**src/rtl/pcs_am_pkg.sv**
```systemverilog
// Alignment-marker definitions shared by the transmit AM inserter and the receive AM lock block.
// Holds the per-lane marker table, sync-header codes, lane count and BIP bit mapping.
package pcs_am_pkg;

  localparam int LEN_CODED_BLOCK = 66;
  localparam int N_LANES         = 20;
  localparam int NB_LANE_ID      = $clog2(N_LANES);
  localparam int NB_BIP          = 8;

  localparam logic [1:0] SH_DATA = 2'b01;
  localparam logic [1:0] SH_CTRL = 2'b10;

  typedef enum logic {
    AM_INSERT = 1'b0,
    DATA_PASS = 1'b1
  } am_state_e;

  // {M0, M1, M2} per PCS lane, 100GBASE-R lane marker table.
  localparam logic [23:0] AM_TABLE [N_LANES] = '{
    24'hC16821, 24'h9D718E, 24'h594BE8, 24'h4D957B, 24'hF50709,
    24'hDD14C2, 24'h9A4A26, 24'h7B4566, 24'hA02476, 24'h68C9FB,
    24'hFD6C99, 24'hB99155, 24'h5CB9B2, 24'h1AF8BD, 24'h83C7CA,
    24'h3536CD, 24'hC4314C, 24'hADD6B7, 24'h5F662A, 24'hC0F0E5
  };

  function automatic logic [23:0] am_lane_marker(input logic [NB_LANE_ID-1:0] lane);
    am_lane_marker = '0;
    if (int'(lane) < N_LANES) am_lane_marker = AM_TABLE[lane];
  endfunction

  // BIP bit k covers payload bit (7-k) of every byte, i.e. block bit 63-k-8m.
  function automatic logic [6:0] bip_bit_pos(input int k, input int m);
    return 7'(63 - k - 8 * m);
  endfunction

  function automatic logic [LEN_CODED_BLOCK-1:0] am_block(input logic [NB_LANE_ID-1:0] lane,
                                                          input logic [NB_BIP-1:0]     bip);
    logic [23:0] m;
    m = am_lane_marker(lane);
    return {SH_CTRL, m, bip, ~m, ~bip};
  endfunction

endpackage

```
**src/rtl/am_insertion_module_if.sv**
```systemverilog
// Block stream through the AM inserter: upstream blocks in, data/AM blocks with lane tags out.
// Handshake: an input block transfers on a rising clock edge where i_valid && o_ready; the output
// side has no backpressure, so o_data/o_am_flag/o_lane_id are meaningful whenever o_valid is high.
interface am_insertion_module_if;

  logic                                   i_valid;
  logic [pcs_am_pkg::LEN_CODED_BLOCK-1:0] i_data;
  logic                                   o_ready;
  logic [pcs_am_pkg::LEN_CODED_BLOCK-1:0] o_data;
  logic                                   o_valid;
  logic                                   o_am_flag;
  logic [pcs_am_pkg::NB_LANE_ID-1:0]      o_lane_id;

  modport master (
    output i_valid,
    output i_data,
    input  o_ready,
    input  o_data,
    input  o_valid,
    input  o_am_flag,
    input  o_lane_id
  );

  modport slave (
    input  i_valid,
    input  i_data,
    output o_ready,
    output o_data,
    output o_valid,
    output o_am_flag,
    output o_lane_id
  );

endinterface

```
**src/rtl/am_insertion_module_bip_calculator.sv**
```systemverilog
// Combinational BIP contribution of one 66-bit block: byte-interleaved parity of the payload
// with the two sync-header bits folded into BIP bits 3 and 4.
module bip_calculator
  import pcs_am_pkg::*;
(
  input  logic [LEN_CODED_BLOCK-1:0] i_block,
  output logic [NB_BIP-1:0]          o_bip
);

  always_comb begin
    o_bip = '0;
    for (int k = 0; k < NB_BIP; k++) begin
      for (int m = 0; m < 8; m++) begin
        o_bip[k] = o_bip[k] ^ i_block[bip_bit_pos(k, m)];
      end
    end
    o_bip[3] = o_bip[3] ^ i_block[LEN_CODED_BLOCK-1];
    o_bip[4] = o_bip[4] ^ i_block[LEN_CODED_BLOCK-2];
  end

endmodule

```
**src/rtl/am_insertion_module.sv**
```systemverilog
// Transmit-side alignment-marker inserter: a group of N_LANES AMs carrying per-lane BIP,
// then N_BLOCKS*N_LANES forwarded data blocks, repeated; outputs are registered.
module am_insertion_module
  import pcs_am_pkg::*;
#(
  parameter int N_BLOCKS = 16383
) (
  input  logic                 i_clock,
  input  logic                 i_reset,
  input  logic                 i_enable,
  am_insertion_module_if.slave bus,
  output am_state_e            o_state
);

  localparam int                      GROUP_BLOCKS = N_BLOCKS * N_LANES;
  localparam int                      NB_DATA_CNT  = $clog2(GROUP_BLOCKS);
  localparam logic [NB_DATA_CNT-1:0]  LAST_DATA    = NB_DATA_CNT'(GROUP_BLOCKS - 1);
  localparam logic [NB_LANE_ID-1:0]   LAST_LANE    = NB_LANE_ID'(N_LANES - 1);

  am_state_e                  state;
  logic [NB_LANE_ID-1:0]      lane_ptr;
  logic [NB_DATA_CNT-1:0]     data_cnt;
  logic [NB_BIP-1:0]          bip_acc [N_LANES];
  logic [NB_BIP-1:0]          lane_bip;
  logic [NB_BIP-1:0]          next_bip;
  logic [LEN_CODED_BLOCK-1:0] next_block;
  logic                       in_am;
  logic                       emit;

  // AM_INSERT emits unconditionally; DATA_PASS only on accepted blocks, never a bubble fill.
  assign in_am       = (state == AM_INSERT);
  assign emit        = i_enable && (in_am || bus.i_valid);
  assign lane_bip    = bip_acc[lane_ptr];
  assign next_block  = in_am ? am_block(lane_ptr, lane_bip) : bus.i_data;
  assign bus.o_ready = i_enable && i_reset && !in_am;
  assign o_state     = state;

  bip_calculator u_bip_calculator (
    .i_block (next_block),
    .o_bip   (next_bip)
  );

  always_ff @(posedge i_clock or negedge i_reset) begin
    if (!i_reset) begin
      state         <= AM_INSERT;
      lane_ptr      <= '0;
      data_cnt      <= '0;
      bus.o_data    <= '0;
      bus.o_valid   <= 1'b0;
      bus.o_am_flag <= 1'b0;
      bus.o_lane_id <= '0;
    end else begin
      bus.o_valid   <= emit;
      bus.o_am_flag <= emit && in_am;
      if (emit) begin
        bus.o_data    <= next_block;
        bus.o_lane_id <= lane_ptr;
        lane_ptr      <= (lane_ptr == LAST_LANE) ? '0 : lane_ptr + 1'b1;
        // Group length is a multiple of N_LANES, so lane_ptr wraps to 0 on every state change.
        case (state)
          AM_INSERT: begin
            if (lane_ptr == LAST_LANE) state <= DATA_PASS;
          end
          DATA_PASS: begin
            if (data_cnt == LAST_DATA) begin
              data_cnt <= '0;
              state    <= AM_INSERT;
            end else begin
              data_cnt <= data_cnt + 1'b1;
            end
          end
          default: state <= AM_INSERT;
        endcase
      end
    end
  end

  // An AM reloads its lane's accumulator with its own parity, so the next BIP covers it.
  always_ff @(posedge i_clock or negedge i_reset) begin
    if (!i_reset) begin
      for (int l = 0; l < N_LANES; l++) bip_acc[l] <= '0;
    end else if (emit) begin
      bip_acc[lane_ptr] <= in_am ? next_bip : (lane_bip ^ next_bip);
    end
  end

endmodule

```
**src/flat_wrapper.sv**
```systemverilog
// flat-port wrapper written by rule: the top's interface ports become plain ports
module am_insertion_module_flat import pcs_am_pkg::*;
#(
  parameter int N_BLOCKS = 16383
)
  (i_clock, i_reset, i_enable, o_state, bus_i_valid, bus_i_data, bus_o_ready, bus_o_data, bus_o_valid, bus_o_am_flag, bus_o_lane_id);
  am_insertion_module_if bus_i ();
  input  logic i_clock;
  input  logic i_reset;
  input  logic i_enable;
  output am_state_e o_state;
  input wire logic [$bits(bus_i.i_valid)-1:0] bus_i_valid;
  input wire logic [$bits(bus_i.i_data)-1:0] bus_i_data;
  output wire logic [$bits(bus_i.o_ready)-1:0] bus_o_ready;
  output wire logic [$bits(bus_i.o_data)-1:0] bus_o_data;
  output wire logic [$bits(bus_i.o_valid)-1:0] bus_o_valid;
  output wire logic [$bits(bus_i.o_am_flag)-1:0] bus_o_am_flag;
  output wire logic [$bits(bus_i.o_lane_id)-1:0] bus_o_lane_id;
  assign bus_i.i_valid = bus_i_valid;
  assign bus_i.i_data = bus_i_data;
  assign bus_o_ready = bus_i.o_ready;
  assign bus_o_data = bus_i.o_data;
  assign bus_o_valid = bus_i.o_valid;
  assign bus_o_am_flag = bus_i.o_am_flag;
  assign bus_o_lane_id = bus_i.o_lane_id;
  am_insertion_module #(.N_BLOCKS(N_BLOCKS)) u_core (.i_clock(i_clock), .i_reset(i_reset), .i_enable(i_enable), .bus(bus_i), .o_state(o_state));
endmodule
```
**config.mk**
```make
export PLATFORM = sky130hd
export DESIGN_NAME = am_insertion_module_flat
export DESIGN_NICKNAME = d
export VERILOG_FILES = /design/src/rtl/pcs_am_pkg.sv /design/src/rtl/am_insertion_module_if.sv /design/src/rtl/am_insertion_module_bip_calculator.sv /design/src/rtl/am_insertion_module.sv /design/src/flat_wrapper.sv
export SDC_FILE = /design/constraint.sdc
export NUM_CORES = 1
export LEC_CHECK = 0
export ABC_AREA = 1
export BUFFER_PORTS_ARGS = -buffer_cell sky130_fd_sc_hd__buf_4
export CAP_MARGIN = 20
export CORE_MARGIN = 2
export CORE_UTILIZATION = 65
export CTS_CLUSTER_DIAMETER = 30
export DETAILED_ROUTE_END_ITERATION = 6
export PLACE_DENSITY = 0.94
export REMOVE_ABC_BUFFERS = 1
export SLEW_MARGIN = 20
export SYNTH_ARGS = -nofsm -noshare
export SYNTH_HDL_FRONTEND = slang
export SYNTH_HIERARCHICAL = 1
export SYNTH_SLANG_ARGS = --single-unit
```
**constraint.sdc**
```tcl
create_clock -name i_clock -period 8.8 [get_ports i_clock]
set_input_delay 0.88 -clock i_clock [delete_from_list [all_inputs] [get_ports i_clock]]
set_output_delay 0.88 -clock i_clock [all_outputs]
set_load 0.01 [all_outputs]
```
==> results.sh, run 1 <==
export IMPL_intPower_uw=3652
export IMPL_drt_first_pass_iters=7
export IMPL_cts_tree="yes"
export IMPL_fillCellCount=1367
export IMPL_violations="design-rule violations"
export IMPL_synth_seq_cells=258
export IMPL_endpoint_kind="flip-flop"
export IMPL_seq_area_frac_synth_pct=43.60
export IMPL_grt_use_total_pct=39.38
export IMPL_fin_nets=2384
export IMPL_slew_headroom_pct=25.20
export IMPL_setup_viol=0
export IMPL_crit_end="u_core/bip_acc[20]"
export IMPL_start_kind="flip-flop"
export IMPL_antennaDiodeCount=0
export IMPL_multi_input_comb_area_um2=6764
export IMPL_drc=9
export IMPL_overflow=0
export IMPL_final_util_pct=79.22
export IMPL_grt_max_degree=104
export IMPL_dieArea_um2=24010
export IMPL_combPwrFrac_pct=34.7
export IMPL_die_h_um=154.9
export IMPL_seqPwrFrac_pct=29.6
export IMPL_syn2layout_area_growth_pct=20.38
export IMPL_synthFlopType="dfrtp_1"
export IMPL_tightestPinTransition_ns=1.119
export IMPL_reg2reg_from="u_core/lane_ptr[0]"
export IMPL_maxCapViolations=0
export IMPL_drive_above_1_share_pct=13.65
export IMPL_ys_types=37
export IMPL_cp_max_fo=46
export IMPL_wl_um=47150
export IMPL_p_sw_share_pct=40.23
export IMPL_status="finished with violations"
export IMPL_fin_setup_tns_ns=0
export IMPL_synth_area_leaders="dfrtp_1 44%, nand2_1 26%, inv_1 6.9%"
export IMPL_clock_sinks=258
export IMPL_hold_buffers=0
export IMPL_dr_first_iter_drc_count=2095
export IMPL_yosys_cell_count_top_type="nand2_1"
export IMPL_p_switching_uw=2458
export IMPL_grt_pass1_vias=15542
export IMPL_synthesis_area_um2=14810
export IMPL_io_pin_count=145
export IMPL_p_total_uw=6110
export IMPL_postCtsSetupBuffers=0
export IMPL_max_freq_mhz=191.7
export IMPL_antenna_found_initial=0
export IMPL_cts_buffer_depth=3
export IMPL_synth_area_per_cell_um2=6.799
export IMPL_crit_top_cell="nand2_1"
export IMPL_postCtsResizedCells=0
export IMPL_netlist_instances=2178
export IMPL_coreArea_um2=22500
export IMPL_die_x_um=154.9
export IMPL_startpoint="u_core/lane_ptr[0]"
export IMPL_hold_viol=0
export IMPL_yosysTopAreaCellShare_pct=43.60
export IMPL_crit_arrival_ns=5.70
export IMPL_clk_latency_ns=0.56
export IMPL_rrSetupSlack_ns=3.58
export IMPL_reg2reg_to="u_core/bip_acc[20]"
export IMPL_ys_warn_count=6
export IMPL_vdd_drop_max_mv=0.2721
export IMPL_ant_nets=0
export IMPL_vias=15721
export IMPL_rsz0062_at_grt="false"
export IMPL_rows=55
export IMPL_synth_edff_count=0
export IMPL_slew_violations=0
export IMPL_hpwl_um=27800
export IMPL_cpPeakStageDelay_ns=0.79
export IMPL_port_buffers=144
export IMPL_critPathKind="reg2reg"
export IMPL_critPathRequiredTime_ns=9.28
export IMPL_cellPowerDensity_nw_per_um2=342.8
export IMPL_numCtsBuffers=53
export IMPL_dpl_instance_area_um2=15870
export IMPL_finalCriticalPeriod_ns=5.217
export IMPL_cp_slowest_cell="nand2_1"
export IMPL_cts_root_buffer="clkbuf_16"
export IMPL_vias_per_cell=5.980
export IMPL_initial_core_util_pct=65.81
export IMPL_wl_per_cell_um=17.93
export IMPL_final_area_um2=17830
export IMPL_cts_clk_slew_worst_paths_ns=0.05
export IMPL_clkPwrFrac_pct=35.7
export IMPL_skew_ns=0.01962
export IMPL_p_leak_uw=0.01002
export IMPL_synth_common_cells="1,027 x nand2_1, 274 x inv_1, 258 x dfrtp_1"
export IMPL_async_flop_share_pct=100.0
export IMPL_r2r_cells=22
export IMPL_post_route_period_util_pct=59.28
export IMPL_yosysTopAreaCell="dfrtp_1"
export IMPL_htreeDepth=2
export IMPL_regArea_um2=6459
export IMPL_gp_congestion=0.9395
export IMPL_min_path_type="in2async"
export IMPL_grt_pass1_wl_um=76490
export IMPL_crit_chain="inv_2 -> buf_4 -> nand2_1 -> nand3_1 -> nand2_1 -> o21ai_1 -> nand3_1 -> o21ai_0 -> nand2_1 -> inv_1 -> nor2_1 -> nand2_1 -> nand2_1 -> nand2_1 -> nand2_1 -> nand2_1 -> nand2_1 -> inv_1 -> nand3_1 -> nand2_1 -> nand2_1 -> nand2_1"
## worst max-delay path, delay by kind of cell, from the launching register on
family | cells | cell delay, ns
AO/OA/AOI/OAI | 2 | 0.74
flip-flops | 1 | 0.66
AND/OR/NAND/NOR | 16 | 2.29
buffers and inverters | 4 | 1.39
## final cells by class
| cell class | count | share of cell area, % |
|---|---|---|
| sequential | 258 | 36.23 |
| tap | 285 | 2.000 |
| inverter | 301 | 6.338 |
| clock buffer | 67 | 8.422 |
| multi-input combinational | 1536 | 37.94 |
| timing repair buffer | 154 | 6.548 |
| clock inverter | 28 | 2.520 |
## how the worst min path moves through the flow
stage / from / endpoint / slack [ns] / cells after the start
global route: i_reset / u_core/bus.o_data[52] / 0.44 / 1
floorplan: u_core/bip_acc[62] / u_core/bip_acc[62] / 0.44 / 2
global placement: u_core/bip_acc[14] / u_core/bip_acc[14] / 0.46 / 2
CTS: i_reset / u_core/bus.o_data[52] / 0.40 / 1
finish: i_reset / u_core/bus.o_data[52] / 0.36 / 1
detailed placement: u_core/bip_acc[26] / u_core/bip_acc[26] / 0.46 / 2
## state kept, by name, summed over array words and instances (netlist names)
signal,flops
u_core/bus.o_lane_id,5
u_core/data_cnt,19
u_core/bip_acc,160
u_core/bus.o_data,66
u_core/bus.o_valid,1
u_core/o_state,1
u_core/lane_ptr,5
u_core/bus.o_am_flag,1
## per-layer routing
metal	GRT usage (%)	share of wire [%]	up-vias
met5	0	0	-
met4	24.07	6.4	0
met3	7.577	12	297
met2	63.89	46	1259
met1	49.06	36	7217
li1	-	-	6948
## cells by family after synthesis
group	Yosys count	synth area share (%)
and+or+nand+nor	1303	35.82
adders and majority gates	10	0.8449
buffers and inverters	384	10.75
xor gates and xnor gates	12	0.8110
AOI/OAI and AO/OA	211	8.178
DFF	258	43.60
## per-stage QoR
stage	instances	setup slack [ns]	hold slack (ns)
floorplan	2095	3.626	0.4413
finish	2629	3.583	0.3603
CTS	2629	3.873	0.4047
global route	2629	3.429	0.4440
detailed placement	2534	4.098	0.4638
global placement	2534	4.303	0.4560
## placed cells by master, fill, tap and decap left out, types with 15 or more instances in the layout
cell type and n:
dfrtp_1 256, nand3b_1 18, o21ai_0 80, nor2_1 73
o211ai_1 21, a31oi_1 25, a21oi_1 28, buf_4 152
nor2_2 15, nand3_1 116, inv_2 27, o21ai_1 31
or2_2 18, clkbuf_16 55, nand2_1 1026, inv_1 274
## power by group through the flow
stage          sequential (uW)  combinational, uW  clock, uW
2_1_floorplan             1770               1240          0
3_5_place_dp              1790               1950          0
4_1_cts                   1790               2020       2190
3_3_place_gp              1770               1900          0
5_1_grt                   1840               2280       2250
6_report                  1810               2120       2180
(Power assumes the default switching activity.)
==> run 2: changes to the inputs <==
ABC_AREA = 0   (was 1)
CORE_UTILIZATION = 59   (was 65)
PLACE_DENSITY = 0.88   (was 0.94)
clock period = 5.2 ns   (was 8.8 ns; I/O delays follow)
==> results.sh, run 2 <==
export IMPL_die_h_um=153.1
export IMPL_top_layer="met4"
export IMPL_wl_met3_um=3801
export IMPL_dieArea_um2=23450
export IMPL_setup_slack_ns=0.5902
export IMPL_grt_max_degree=117
export IMPL_initial_core_util_pct=60.13
export IMPL_fillCellCount=1358
export IMPL_wl_met1_um=14170
export IMPL_port_buffers=144
export IMPL_start_kind="flip-flop"
export IMPL_hold_buffers=0
export IMPL_post_route_period_util_pct=88.65
export IMPL_skew_ns=0.01662
export IMPL_rsz0062_at_grt="false"
export IMPL_gp_congestion=0.9772
export IMPL_overflow=0
export IMPL_violations="design-rule violations"
export IMPL_wl_per_cell_um=21.27
export IMPL_drive_above_1_share_pct=23.74
export IMPL_dpl_instance_area_um2=14440
export IMPL_place_ws_ns=0.8923
export IMPL_final_area_um2=15990
export IMPL_maxCapViolations=0
export IMPL_top_regs="u_core/bip_acc x160, u_core/bus.o_data x66, u_core/data_cnt x19"
export IMPL_cp_max_fo=22
export IMPL_clock_sinks=258
export IMPL_cts_tree="yes"
export IMPL_postCtsSetupBuffers=0
export IMPL_largest_register_ffs=160
export IMPL_grt_use_total_pct=32.39
export IMPL_rows=54
export IMPL_hpwl_um=24240
export IMPL_fin_nets=1553
export IMPL_regArea_um2=6462
export IMPL_synth_area_per_cell_um2=9.778
export IMPL_final_cell_mix="255 x dfrtp_1, 206 x nand2_1, 178 x buf_4, 144 x o21ai_0, 68 x nor2_1"
export IMPL_synth_seq_cells=258
export IMPL_synth_edff_count=0
export IMPL_grt_pass1_wl_um=61090
export IMPL_async_flop_share_pct=100.0
export IMPL_coreArea_um2=21820
export IMPL_top_register="u_core/bip_acc"
export IMPL_crit_arrival_ns=4.99
export IMPL_slew_headroom_pct=25.89
export IMPL_ys_types=52
export IMPL_netlist_instances=1342
export IMPL_cts_clk_slew_worst_paths_ns=0.05
export IMPL_tightestPinTransition_ns=1.084
export IMPL_wl_um=38040
export IMPL_grt_pass1_vias=11463
export IMPL_io_pin_count=145
export IMPL_clk_latency_ns=0.54
export IMPL_synthFlopType="dfrtp_1"
export IMPL_critPathKind="reg2reg"
export IMPL_ys_warn_count=6
export IMPL_synth_common_cells="258 x dfrtp_1, 206 x nand2_1, 144 x o21ai_0"
export IMPL_vias=11294
export IMPL_yosys_cell_count_top_type="dfrtp_1"
export IMPL_synth_area_leaders="dfrtp_1 49%, nand2_1 5.9%, o21ai_0 5.5%"
export IMPL_critPathRequiredTime_ns=5.58
export IMPL_antenna_found_initial=0
export IMPL_numCtsBuffers=47
export IMPL_status="finished with violations"
export IMPL_endpoint_kind="flip-flop"
export IMPL_max_freq_mhz=216.9
export IMPL_syn2layout_area_growth_pct=21.85
export IMPL_dr_wl_met2_um=18480
export IMPL_synthesis_area_um2=13120
export IMPL_slew_violations=0
export IMPL_final_common_cell="dfrtp_1"
export IMPL_cts_root_buffer="clkbuf_16"
export IMPL_cts_buffer_depth=3
export IMPL_htreeDepth=2
export IMPL_antennaDiodeCount=0
export IMPL_dr_first_iter_drc_count=1338
export IMPL_drc=20
export IMPL_ant_nets=0
export IMPL_setup_viol=0
export IMPL_vias_per_cell=6.317
export IMPL_die_x_um=153.1
export IMPL_yosysTopAreaCellShare_pct=49.20
export IMPL_hold_viol=0
export IMPL_postCtsResizedCells=0
export IMPL_min_path_type="in2async"
export IMPL_yosysTopAreaCell="dfrtp_1"
export IMPL_seq_area_frac_synth_pct=49.20
export IMPL_final_util_pct=73.27
export IMPL_finalCriticalPeriod_ns=4.610
export IMPL_multi_input_comb_area_um2=6153
export IMPL_drt_first_pass_iters=7
[run 2: changes by cell type in the layout (fill, tap and decap cells not counted), moves of 58 or more]
cell     before  now
nand3_1     116   30
nand2_1    1026  206
mux2_2        0   63
o21ai_0      80  144
xnor2_1       0   58
inv_1       274   26
[run 2: worst max-delay path, cell delays in order (launching register included)]
cell and delay (ns):
dfrtp_1 0.63, nor2_1 0.92, o21ai_0 0.48, nand3_1 0.31, nor2_1 0.07, or2_2 0.32
xor2_1 0.16, xnor2_1 0.19, xnor2_1 0.15, xnor2_1 0.78, buf_4 0.35, a21oi_1 0.10
[run 2: worst paths after layout]
path	cells past startpoint	from	slack [ns]	end
min in group i_clock	2	i_enable	0.29	u_core/bus.o_data[64]
setup / recovery	11	u_core/lane_ptr[3]	0.59	u_core/bip_acc[7]
hold / removal	1	i_reset	0.05	u_core/data_cnt[11]
hold reg to reg	2	u_core/bip_acc[76]	0.48	u_core/bip_acc[76]
max in group asynchronous	2	i_reset	3.66	u_core/bus.o_data[16]
setup reg to reg	11	u_core/lane_ptr[3]	0.59	u_core/bip_acc[7]
[run 2: layer usage]
metal	vias to the layer above	track usage, %
met5	-	0
met4	0	13.14
met3	166	7.457
met2	721	53.55
met1	5470	41.55
li1	4937	-
[run 2: cell families (layout without fill, tap and decap cells)]
group / after synthesis / after routing / synth area share, %
and+or+nand+nor: 397 / 397 / 13.42
buffers and inverters: 125 / 291 / 3.938
xor gates and xnor gates: 75 / 75 / 5.330
AOI/OAI and AO/OA: 349 / 349 / 15.27
muxes: 128 / 128 / 11.89
adders and majority gates: 10 / 10 / 0.9535
DFF: 258 / 258 / 49.20
[run 2: layout make-up]
| cell class | count | area share, % |
|---|---|---|
| clock buffer | 58 | 8.060 |
| clock inverter | 26 | 1.643 |
| inverter | 27 | 0.6338 |
| multi-input combinational | 959 | 38.48 |
| sequential | 258 | 40.41 |
| tap | 280 | 2.191 |
| timing repair buffer | 180 | 8.576 |
[run 2: metrics by stage]
stage,setup TNS (ns),hold slack (ns),std cells
6_report,0,0.04894,1788
5_1_grt,0,0.1113,1788
4_1_cts,0,0.08456,1788
3_5_place_dp,0,0.4692,1704
3_3_place_gp,0,0.4566,1704
2_1_floorplan,-127.44,0.2244,1244
Power of run 2 is not shown: default switching activity piles up to over one toggle a cycle in this logic, so the estimate is an artifact.
